### src/rtl/pipelined_control_unit.sv
// Decodes the one-hot instruction type into a control word and carries it through
// EX (EX_DEPTH front registers), MEM and WB, with stall/flush handling and a retire counter.
module pipelined_control_unit #(
  parameter int EX_DEPTH = 1,
  parameter int COUNT_W  = 16
) (
  input  logic               clock,
  input  logic               reset,
  input  logic [5:0]         instruction_type,
  input  logic               in_valid,
  input  logic               stall,
  input  logic               flush,
  output logic               ex_valid,
  output logic               ex_alusrc,
  output logic [1:0]         ex_aluop,
  output logic [2:0]         ex_immsel,
  output logic               ex_illegal,
  output logic               mem_valid,
  output logic               mem_memwrite,
  output logic               mem_branch,
  output logic               mem_jump,
  output logic               wb_valid,
  output logic               wb_regwrite,
  output logic [COUNT_W-1:0] retire_count
);

  typedef struct packed {
    logic       valid;
    logic       illegal;
    logic       alusrc;
    logic [1:0] aluop;
    logic [2:0] immsel;
    logic       regwrite;
    logic       memwrite;
    logic       branch;
    logic       jump;
  } ctrl_t;

  ctrl_t dec;
  ctrl_t front [EX_DEPTH];
  ctrl_t ex_word;
  logic  mem_regwrite;

  // NOTE: every field gets a default first so no path through the case infers a latch.
  always_comb begin
    dec = '0;
    if (in_valid) begin
      dec.valid = 1'b1;
      case (instruction_type)
        6'b100000: begin dec.aluop = 2'b10; dec.immsel = 3'd0; dec.regwrite = 1'b1; end
        6'b010000: begin dec.alusrc = 1'b1; dec.aluop = 2'b11; dec.immsel = 3'd1;
                         dec.regwrite = 1'b1; end
        6'b001000: begin dec.alusrc = 1'b1; dec.immsel = 3'd2; dec.memwrite = 1'b1; end
        6'b000100: begin dec.aluop = 2'b01; dec.immsel = 3'd3; dec.branch = 1'b1; end
        6'b000010: begin dec.immsel = 3'd4; dec.regwrite = 1'b1; dec.jump = 1'b1; end
        6'b000001: begin dec.alusrc = 1'b1; dec.immsel = 3'd5; dec.regwrite = 1'b1; end
        default:   begin dec.valid = 1'b0; dec.illegal = 1'b1; end
      endcase
    end
  end

  // NOTE: stage registers use non-blocking assignments so each stage samples the
  // previous stage's old value on the same edge.
  // The front array is reset as a whole: a stale valid bit would retire a ghost instruction.
  always_ff @(posedge clock) begin
    if (reset || flush) begin
      for (int i = 0; i < EX_DEPTH; i++) front[i] <= '0;
    end else if (!stall) begin
      front[0] <= dec;
      for (int i = 1; i < EX_DEPTH; i++) front[i] <= front[i-1];
    end
  end

  assign ex_word = front[EX_DEPTH-1];

  // A stalled EX word stays put, so MEM takes a bubble; flush alone lets EX drain.
  always_ff @(posedge clock) begin
    if (reset || stall) begin
      mem_valid    <= 1'b0;
      mem_regwrite <= 1'b0;
      mem_memwrite <= 1'b0;
      mem_branch   <= 1'b0;
      mem_jump     <= 1'b0;
    end else begin
      mem_valid    <= ex_word.valid;
      mem_regwrite <= ex_word.regwrite;
      mem_memwrite <= ex_word.memwrite;
      mem_branch   <= ex_word.branch;
      mem_jump     <= ex_word.jump;
    end
  end

  always_ff @(posedge clock) begin
    if (reset) begin
      wb_valid     <= 1'b0;
      wb_regwrite  <= 1'b0;
      retire_count <= '0;
    end else begin
      wb_valid    <= mem_valid;
      wb_regwrite <= mem_regwrite;
      if (wb_valid) retire_count <= retire_count + COUNT_W'(1);
    end
  end

  assign ex_valid   = ex_word.valid;
  assign ex_alusrc  = ex_word.alusrc;
  assign ex_aluop   = ex_word.aluop;
  assign ex_immsel  = ex_word.immsel;
  assign ex_illegal = ex_word.illegal;

endmodule

### config.mk
export PLATFORM = sky130hd
export DESIGN_NAME = pipelined_control_unit
export DESIGN_NICKNAME = d
export VERILOG_FILES = /design/src/rtl/pipelined_control_unit.sv
export SDC_FILE = /design/constraint.sdc
export NUM_CORES = 1
export LEC_CHECK = 0
export BUFFER_PORTS_ARGS = -buffer_cell sky130_fd_sc_hd__buf_2
export CORE_AREA = 4 4 61 63
export CTS_CLUSTER_DIAMETER = 40
export DETAILED_ROUTE_END_ITERATION = 12
export DIE_AREA = 0 0 65 67
export GPL_TIMING_DRIVEN = 0
export PLACE_DENSITY = 0.75
export SYNTH_ARGS = -nofsm -noshare
export SYNTH_HDL_FRONTEND = slang
export SYNTH_SLANG_ARGS = --single-unit
### constraint.sdc
create_clock -name clock -period 1.8 [get_ports clock]
set_input_delay 0.18 -clock clock [delete_from_list [all_inputs] [get_ports clock]]
set_output_delay 0.18 -clock clock [all_outputs]
set_load 0.01 [all_outputs]
**Yosys cells after proc, flatten, opt, wreduce, memory -nomap -nowiden**

Memories as Yosys holds them, arrays and structs flattened.
Index checks and enable logic that the tools add are counted.

- Memory bits (writable): 12
- Memories: 1
- Input bits: 11
- Output and inout bits: 30
- Word-level logic and storage cells: 38
- Bits in registers: 23

Memory list:

| memory | depth | width | read ports | clocked after memory_dff | wr ports | RTL line | source |
|---|---|---|---|---|---|---|---|
| front | 1 | 12 | 1 | 0 | 1 | 40 | `ctrl_t front [EX_DEPTH];` |

- Equality and inequality tests: 6
- Reductions and logical operators: 6
- Add/sub/neg operators: 1
- Multiplexer cells: 16

Operators with widths:

| cell | count |
|---|---|
| 12-bit 2-to-1 mux | 2 |
| 16-bit by 1-bit adder with 16-bit output (second input constant) | 1 |
| 3-bit one-hot mux with 5 select lines | 1 |
| 12-bit OR reduction | 1 |
| 1-bit 2-to-1 mux | 11 |
| 6-bit by 1-bit equality test with 1-bit output (second input constant) | 1 |
| 6-bit by 2-bit equality test with 1-bit output (second input constant) | 1 |
| 6-bit by 3-bit equality test with 1-bit output (second input constant) | 1 |
| 6-bit by 4-bit equality test with 1-bit output (second input constant) | 1 |
| 6-bit by 5-bit equality test with 1-bit output (second input constant) | 1 |
| 6-bit equality test (second input constant) | 1 |
| 2-bit one-hot mux with 3 select lines | 1 |
| 6-bit OR reduction | 1 |
| 4-bit OR reduction | 1 |
| 3-bit OR reduction | 1 |
| 1-bit logical OR | 2 |
| 2-bit 2-to-1 mux | 1 |

**Depth between registers and ports, before layout**

- Depth after elaboration: 5
- Depth in mapped cells: 5
- Mapped depth without buffers: 5

**Least setup slack after synthesis**

OpenSTA, ideal clock, no wires.

- Path kind: flip-flop to flip-flop
- Start: register retire_count[0]
- End: register retire_count[14]
- Data arrival time: 1.468 ns
- Stages on the path, launching flop included: 6
- Setup slack: 0.261 ns
- Clock period less this slack: 1.539 ns
- Buffers on the path: 0
- Library setup time: 0.071 ns
- Data required time: 1.729 ns
- Cell sequence: dfxtp_1 ha_1 nand3_1 or3_1 or3_1 a21oi_1

- Word-level cells in the longest chain between the ends: 1

RTL lines:

| what | RTL line | source |
|---|---|---|
| start: declaration | 24 | `output logic [COUNT_W-1:0] retire_count` |
| start signal: assignment | 101 | `if (wb_valid) retire_count <= retire_count + COUNT_W'(1);` |
| 16-bit by 1-bit adder with 16-bit output | 101 |  |

Every way passes these cells.
A chain may end at the register's enable or synchronous reset.

**Worst setup path after layout**

Ends and elaborated chain as after synthesis.

==> flow_summary.ini <==
[outcome]
status = finished clean

[floorplanning]
die_width_um = 65
die-area_um2 = 4360
num_rows = 21
coreArea_um2 = 3230
die_h_um = 67
ios = 41
start_util = 0.481

[power]
ir_drop_mv = 0.391
power.total_mw = 1.32
power.density_nw_per_um2 = 714
p_leak_nw = 0.804

[setup_path]
critPathLaunch = retire_count[0]$_SDFFE_PP0P_
cp_data_arrival_time_ns = 1.90
critPathMaxStageDelay_ns = 0.42
worstSetupPathType = reg2reg
worstPathRequired_ns = 2.07
critical-path-top-delay-family = simple AND/OR/NAND/NOR gates
r2r_start = retire_count[0]$_SDFFE_PP0P_
cp_slowest_cell = dfxtp_1
critPathMostFrequentCell = or3_1
cp-endpoint = retire_count[14]$_SDFFE_PP0P_
regToRegSetupSlack_ns = 0.18
rr_endpoint = retire_count[14]$_SDFFE_PP0P_
crit_path_end_kind = register
crit_chain = ha_1 > nand3_1 > or3_1 > or3_1 > a21oi_1
reg2regPathDepth = 5
startpoint_type = register
path_max_fanout = 4
path_depth = 5
crit_buf_inv = 0

[route]
dr.pass1.iters = 4
routed_wl_um = 2990
drc_errors = 0
drt_iter0_drc = 56
ant_nets = 0
via_per_inst = 4.95
wire_per_inst_um = 12.1
vias = 1222

[logic_synthesis]
synth-xor-area-share = 0.0845
syn-cell-area_um2 = 1560
synth_top_family_by_area = simple AND/OR/NAND/NOR gates
syn_nets = 168
yosysUniqueCellTypes = 32
synth-compound-area-share = 0.0587
postSynthCellCount = 156
ys_warn_count = 0
synth-simple-area-share = 0.261
ys_ff_latch = 35
synth.avg_cell_area_um2 = 9.97
synthMuxAreaShare = 0.0137
synth_adder_area_share = 0.00805
ys_seq_area_frac = 0.528

[min_path]
hold_path_class = in2reg
worstHoldPathCells = 3

[finish]
drive_gt1_frac = 0.264
fin_nets = 212
syn2layout_area_growth_pct = 18.8
fin_area_um2 = 1850
seq_area_um2 = 821
multi_input_area_um2 = 663
nFillCells = 308
n_antenna_cell = 0

[placement]
placement.cell_area_um2 = 1800
place_hpwl_um = 2320
gp_congestion = 0.833
port-buffer-count = 37
pre_cts_slack_ns = 0.186

[clocking]
cts_num_sinks = 35
clk_latency_ns = 0.33
cts.clk_slew.worst_paths_ns = 0.10
cts_hold_repair.buffers = 0
cts_htree_levels = 2
cts_tree = built
post_cts_buffers = 0
clk_path_buf_depth = 2
cts_resized = 0
numCtsBuffers = 5
cts-root-buf = clkbuf_4

[sta]
rsz0062_at_grt = false
finalSetupViolCount = 0
clock_skew_ns = 0.00984
hold_viol_final = 0
slew_viol_final = 0
max_clock_freq_mhz = 615
period_share = 0.903
final.min_clock_period_ns = 1.62
setup_slack_ns = 0.175
tns_ns = 0
slew_headroom = 0.684
worstMarginPinSlew_ns = 0.472

[global_routing]
grt_pass1_wl_um = 4800
grt_max_degree = 13
grt_use_total = 0.147
grt_antenna_before_repair = 0
grt_pass1_vias = 1170
grt_overflow = 0

[run]
cap_violations = 0
[routing by layer]
metal  share of wire  up-vias  wire, um  track usage
met3           0.064        7       191       0.0540
met2            0.54       33      1610        0.286
li1                -      623         -            -
met1            0.38      559      1130        0.130
met5               0        -         0            0
met4           0.019        0        57       0.0739
[Yosys cell counts]
library cell  number  area share
a21oi_1            5       0.016
a221oi_1           1      0.0056
and2_1             6       0.024
and3_1             6       0.024
and4bb_2           1      0.0080
buf_4              5       0.024
clkbuf_1           6       0.014
dfxtp_1           23        0.30
edfxtp_1          12        0.23
ha_1               1      0.0080
inv_1              3      0.0072
mux2_2             1      0.0072
mux2i_1            1      0.0064
nand2_1            7       0.017
nand2b_1           1      0.0040
nand3_1            3      0.0097
nand3b_1           1      0.0048
nand4_1            2      0.0080
nand4_2            1      0.0080
nand4_4            1       0.014
nor2_1            22       0.053
nor2b_1            7       0.028
nor3_1             5       0.016
nor4_1             4       0.016
nor4b_1            1      0.0056
o211ai_1           2      0.0097
o21ai_0            7       0.023
o31ai_1            1      0.0048
or3_1              4       0.016
or3_2              1      0.0048
xnor2_1            8       0.045
xor2_1             7       0.039
[how the worst min path moves through the flow]
stage | start | endpoint | slack, ns
after floorplan | mem_regwrite$_SDFF_PP0_ | wb_regwrite$_SDFF_PP0_ | 0.41
after global placement | mem_regwrite$_SDFF_PP0_ | wb_regwrite$_SDFF_PP0_ | 0.42
after detailed placement | front[0][1]$_SDFFCE_PN0P_ | mem_branch$_SDFF_PP0_ | 0.44
after CTS | stall | mem_branch$_SDFF_PP0_ | 0.19
after global routing | stall | mem_branch$_SDFF_PP0_ | 0.20
final | stall | mem_branch$_SDFF_PP0_ | 0.20
[cell type report]
cell class                      instances  share of cell area
Buffer                                 11              0.0325
Clock buffer                            7              0.0244
Clock inverter                          1             0.00271
Timing Repair Buffer                   37               0.100
Inverter                                3             0.00609
Sequential cell                        35               0.444
Multi-Input combinational cell        107               0.359
Tap cell                               46              0.0311
[state kept, by name, indices dropped and copies added, names as in the netlist]
signal,cells
mem_jump,1
mem_regwrite,1
wb_regwrite,1
retire_count,16
mem_memwrite,1
wb_valid,1
mem_branch,1
mem_valid,1
front,12
[stage by stage]
step	util	hold slack [ns]	cells
floorplan	-	0.414	156
global placement	0.556	0.424	239
detailed placement	0.556	0.436	239
CTS	0.572	0.188	247
global route	0.572	0.201	247
finish	0.572	0.199	247
[logic make-up (layout without fill, tap and decap cells)]
group                      after synthesis  count (layout)
adders and majority gates                1               1
muxes                                    2               2
xor gates and xnor gates                15              15
AOI/OAI and AO/OA                       16              16
and+or+nand+nor                         73              73
DFF                                     35              35
buffers and inverters                   14              59
[power breakdown]
group / internal (mW) / switching (mW) / total (mW)
logic: 0.0362 / 0.0537 / 0.0899
clock network: 0.152 / 0.245 / 0.397
registers: 0.828 / 0.00442 / 0.833
total: 1.02 / 0.303 / 1.32
[tightest hold or removal path: cells and delay by family]
kind	cells	cell delay, ns
and+or+nand+nor	2	0.24
buffers and inverters	1	0.09
[cells in the final DEF, fill, tap and decap left out]
cell type / instances
buf_2: 37
dfxtp_1: 23
nor2_1: 22
edfxtp_1: 12
clkbuf_1: 8
xnor2_1: 8
nand2_1: 7
nor2b_1: 7
o21ai_0: 7
xor2_1: 7
and3_1: 6
and2_1: 6
nor3_1: 5
a21oi_1: 5
buf_4: 5
clkbuf_4: 5
or3_1: 4
nor4_1: 4
inv_1: 3
nand3_1: 3
o211ai_1: 2
nand4_1: 2
nand3b_1: 1
nand2b_1: 1
nor4b_1: 1
nand4_2: 1
nand4_4: 1
mux2_2: 1
or3_2: 1
mux2i_1: 1
and4bb_2: 1
a221oi_1: 1
o31ai_1: 1
ha_1: 1
clkinv_2: 1
(Power assumes the default switching activity.)
